===== src/rtl/oam_dma_ctrl.sv =====
// Sprite OAM DMA sequencer: a CPU write to DMA_REG_ADDR halts the CPU and copies
// one 256-byte page to OAM_PORT_ADDR. Define DMA_ALIGN_EN to add the parity-aligned ALIGN state.
module oam_dma_ctrl #(
  parameter logic [15:0] DMA_REG_ADDR  = 16'h4014,
  parameter logic [15:0] OAM_PORT_ADDR = 16'h2004
) (
  input  logic        CLK,
  input  logic        RESET,
  input  logic        CPU_TICK,
  input  logic [15:0] CPU_ADDR,
  input  logic [7:0]  CPU_DATA_OUT,
  input  logic        CPU_RW_n,
  input  logic [7:0]  BUS_DATA_IN,
  output logic        CPU_ENABLE,
  output logic [15:0] BUS_ADDR,
  output logic [7:0]  BUS_DATA_OUT,
  output logic        BUS_RW_n,
  output logic        DMA_ACTIVE
);

  typedef enum logic [2:0] {
    S_IDLE,
    S_HALT,
    S_ALIGN,
    S_READ,
    S_WRITE
  } state_t;

  state_t     state_q, state_d;
  logic [7:0] page_q, page_d;
  logic [7:0] idx_q, idx_d;
  logic [7:0] latch_q, latch_d;
`ifdef DMA_ALIGN_EN
  logic       parity_q, parity_d;
`endif

  // Every state change and data capture is gated by the CPU bus-cycle strobe.
  always_comb begin
    state_d = state_q;
    page_d  = page_q;
    idx_d   = idx_q;
    latch_d = latch_q;
`ifdef DMA_ALIGN_EN
    parity_d = parity_q ^ CPU_TICK;
`endif
    if (CPU_TICK) begin
      case (state_q)
        S_IDLE: begin
          if (CPU_ADDR == DMA_REG_ADDR && !CPU_RW_n) begin
            page_d  = CPU_DATA_OUT;
            idx_d   = 8'd0;
            state_d = S_HALT;
          end
        end
        S_HALT: begin
`ifdef DMA_ALIGN_EN
          state_d = parity_q ? S_READ : S_ALIGN;
`else
          state_d = S_READ;
`endif
        end
        S_ALIGN: state_d = S_READ;
        S_READ: begin
          latch_d = BUS_DATA_IN;
          state_d = S_WRITE;
        end
        S_WRITE: begin
          if (idx_q == 8'hFF) begin
            state_d = S_IDLE;
          end else begin
            idx_d   = idx_q + 8'd1;
            state_d = S_READ;
          end
        end
        default: state_d = S_IDLE;
      endcase
    end
  end

  // Outside IDLE the CPU is frozen and the bus is driven by the sequencer.
  always_comb begin
    CPU_ENABLE   = 1'b0;
    DMA_ACTIVE   = 1'b1;
    BUS_ADDR     = CPU_ADDR;
    BUS_DATA_OUT = CPU_DATA_OUT;
    BUS_RW_n     = 1'b1;
    case (state_q)
      S_IDLE: begin
        CPU_ENABLE = CPU_TICK;
        DMA_ACTIVE = 1'b0;
        BUS_RW_n   = CPU_RW_n;
      end
      S_READ: BUS_ADDR = {page_q, idx_q};
      S_WRITE: begin
        BUS_ADDR     = OAM_PORT_ADDR;
        BUS_DATA_OUT = latch_q;
        BUS_RW_n     = 1'b0;
      end
      default: ;
    endcase
  end

  always_ff @(posedge CLK or posedge RESET) begin
    if (RESET) begin
      state_q  <= S_IDLE;
      page_q   <= 8'd0;
      idx_q    <= 8'd0;
      latch_q  <= 8'd0;
`ifdef DMA_ALIGN_EN
      parity_q <= 1'b0;
`endif
    end else begin
      state_q  <= state_d;
      page_q   <= page_d;
      idx_q    <= idx_d;
      latch_q  <= latch_d;
`ifdef DMA_ALIGN_EN
      parity_q <= parity_d;
`endif
    end
  end

endmodule


===== config.mk =====
export PLATFORM = sky130hd
export DESIGN_NAME = oam_dma_ctrl
export DESIGN_NICKNAME = d
export VERILOG_FILES = /design/src/rtl/oam_dma_ctrl.sv
export SDC_FILE = /design/constraint.sdc
export NUM_CORES = 1
export LEC_CHECK = 0
export ABC_CLOCK_PERIOD_IN_PS = 4900
export CAP_MARGIN = 20
export CORE_AREA = 2 2 79 81
export CTS_CLUSTER_SIZE = 8
export DETAILED_ROUTE_END_ITERATION = 7
export DIE_AREA = 0 0 81 83
export GPL_ROUTABILITY_DRIVEN = 0
export GPL_TIMING_DRIVEN = 0
export RECOVER_POWER = 25
export SKIP_CTS_REPAIR_TIMING = 1
export SYNTH_ARGS = -nofsm -noshare
export SYNTH_HDL_FRONTEND = slang
export SYNTH_SLANG_ARGS = --single-unit

===== constraint.sdc =====
create_clock -name CLK -period 4.9 [get_ports CLK]
set_clock_uncertainty 0.2 [all_clocks]
set_input_delay 0.735 -clock CLK [delete_from_list [all_inputs] [get_ports CLK]]
set_output_delay 0.735 -clock CLK [all_outputs]
set_load 0.01 [all_outputs]

==> impl_metrics.tcl <==
set metrics [dict create \
    tritoncts "yes" \
    viasPerCell 5.04 \
    slowest_stage "clkdlybuf4s50_1" \
    n_antenna_cell 0 \
    cp_max_fo 10 \
    yosysSeqAreaShare 0.395 \
    core_area_mm2 0.00582 \
    drc 0 \
    initial_core_util 0.294 \
    clkTransAtPathRegs_ps 90 \
    hold_path.class "reg -> reg" \
    avgSynthCellArea_um2 9.15 \
    crit_chain "buf_2 -> nor2b_1 -> buf_2 -> clkbuf_1 -> a31oi_1 -> o21ai_0 -> clkdlybuf4s50_1" \
    wl_per_cell_um 15.4 \
    hpwlAfterDp_um 3890 \
    die_h_um 83 \
    synth.area.top_cells "dfrtp_1, mux2_2, a21oi_1" \
    fin_nets 292 \
    die_x_um 81 \
    crit_path_end_kind "output pin" \
    grt_usage 0.158 \
    fin_crit_sh 0.678 \
    slew_headroom 0.295 \
    port_buffers 62 \
    clock-sinks 27 \
    grt_overflow_total 0 \
    maxCapViolCount 0 \
    fin_setup_tns_ps 0 \
    ys_ff_latch 27 \
    final_util 0.426 \
    peakVddDrop_uv 192 \
    wirelength_um 5070 \
    synthCells 187 \
    place_inst 325 \
    hold_violations 0 \
    yosysTopAreaCell "dfrtp_1" \
    ys_top_cells_by_count "dfrtp_1, a21oi_1, nor2_1, mux2_2, inv_1" \
    path_buf_inv 4 \
    grt_pass1_wl_um 8260 \
    p_leak_uw 0.000997 \
    firstDrtPassIters 4 \
    outcome "finished, final reports clean" \
    crit_path_start_kind "flip-flop" \
    fmax_mhz 301 \
    drv_slew 0 \
    cts_root_buf "clkbuf_8" \
    yosys_warnings 0 \
    synth_ff_type "dfrtp_1" \
    synth.distinct_cells 36 \
    grt_max_degree 19 \
    clkLatencyLatePin_ps 280 \
    grt_pass1_vias 1634 \
    setup_viol 0 \
    antenna_left 0 \
    core.rowCount 28 \
    critPathArrivalTime_ps 2390 \
    antenna_found_initial 0 \
    num_vias 1659 \
    async_flop_share 1.00 \
    p_per_area_mw_per_mm2 496 \
    crit_required_ps 3960 \
    crit_family "buffers and inverters" \
    syn_to_final_growth_pct 44.6 \
    drive_gt1_frac 0.150 \
    finalCriticalPeriod_ps 3320 \
    initialDrtViolationCount 143 \
    die-area_mm2 0.00672 \
    fin_cells 329 \
    synth-edff-count 0 \
    syn-cell-area_mm2 0.00171 \
    cts.path.max_buffers 2 \
    tightestPinTransition_ps 1060 \
    io_pins 63 \
    synth_nets 224 \
    cp_common_cell "buf_2" \
    rsz0062_at_grt "false" \
    crit_type "reg -> out" \
    synth.top_cell.area_share 0.395 \
    cp_slowest_stage_delay_ps 590 \
    htree_levels 1 \
    cts_buffers 3 \
    synth_most_common_cell "dfrtp_1" \
]
## per-layer routing
layer | track usage | share of wire | vias to the layer above
met5 | 0 | 0 | -
met4 | 0.0339 | 0.0095 | 0
met3 | 0.0391 | 0.068 | 5
met2 | 0.229 | 0.45 | 58
met1 | 0.235 | 0.48 | 776
li1 | - | - | 820
## worst register-to-register path: cells and delay by family (launching register included)
family        cells  cell delay, ps
simple gates      3             610
buf+inv           2             320
flops             1             360
mux               1             320
## final timing paths
| path | startpoint | endpoint | slack (ps) | cells past startpoint |
|---|---|---|---|---|
| min in group asynchronous | RESET | idx_q[6]$_DFFE_PP0P_ | 670 | 2 |
| min | page_q[5]$_DFFE_PP0P_ | page_q[5]$_DFFE_PP0P_ | 290 | 1 |
| min reg2reg | page_q[5]$_DFFE_PP0P_ | page_q[5]$_DFFE_PP0P_ | 290 | 1 |
| max | state_q[1]$_DFFE_PP0P_ | BUS_ADDR[2] | 1580 | 7 |
| max reg2reg | state_q[2]$_DFFE_PP0P_ | page_q[0]$_DFFE_PP0P_ | 2980 | 6 |
| max in group asynchronous | RESET | latch_q[4]$_DFFE_PP0P_ | 2530 | 3 |
## metrics by stage
step	instance area (µm²)	power (µW)	hold WS [ps]	worst slack, ps
floorplan	1710	751	258	2620
global placement	2430	1090	269	1610
detailed placement	2450	1100	274	1650
CTS	2500	1240	299	1570
global route	2470	1320	312	1420
finish	2470	1230	294	1580
## final cells by class
| class | count | area [µm²] |
|---|---|---|
| buffer | 12 | 67.6 |
| clock buffer | 4 | 45.0 |
| fill | 614 | 3340 |
| inverter | 11 | 41.3 |
| multi-input combinational | 137 | 927 |
| sequential | 27 | 676 |
| tap | 75 | 93.8 |
| timing repair buffer | 63 | 624 |
## registers in the layout (all words and copies together) (netlist names)
signal,count
latch_q,8
state_q,3
page_q,8
idx_q,8
## logic make-up (layout without fill, tap and decap cells)
group           Yosys count  count (layout)  synth area share
compound gates           60              60             0.228
simple gates             54              54             0.162
flops                    27              27             0.395
buf+inv                  23              90            0.0636
mux                      22              22             0.144
fa+ha+maj                 1               1           0.00731
## cells in the final DEF (no fill, tap or decap), types with 3 or more instances in the layout
cell | Yosys | layout
a21oi_1 | 22 | 22
o22ai_1 | 7 | 7
a31o_2 | 3 | 3
o21ai_0 | 8 | 8
nor2b_1 | 3 | 3
inv_1 | 11 | 11
nand2_1 | 9 | 9
a31oi_1 | 5 | 5
clkdlybuf4s50_1 | 0 | 61
buf_2 | 6 | 6
dfrtp_1 | 27 | 27
nor2_1 | 21 | 21
mux2_2 | 17 | 17
mux2_1 | 4 | 4
a311oi_1 | 7 | 7
nand3_1 | 6 | 6
clkbuf_1 | 4 | 6
clkbuf_8 | 0 | 3
## report_power, final
group | leakage, µW | internal (µW) | total [µW] | switching [µW]
Clock | 0.0000228 | 58.4 | 131 | 73.0
Sequential | 0.000334 | 283 | 330 | 47.0
Combinational | 0.000641 | 382 | 767 | 385
(Power assumes the default switching activity.)
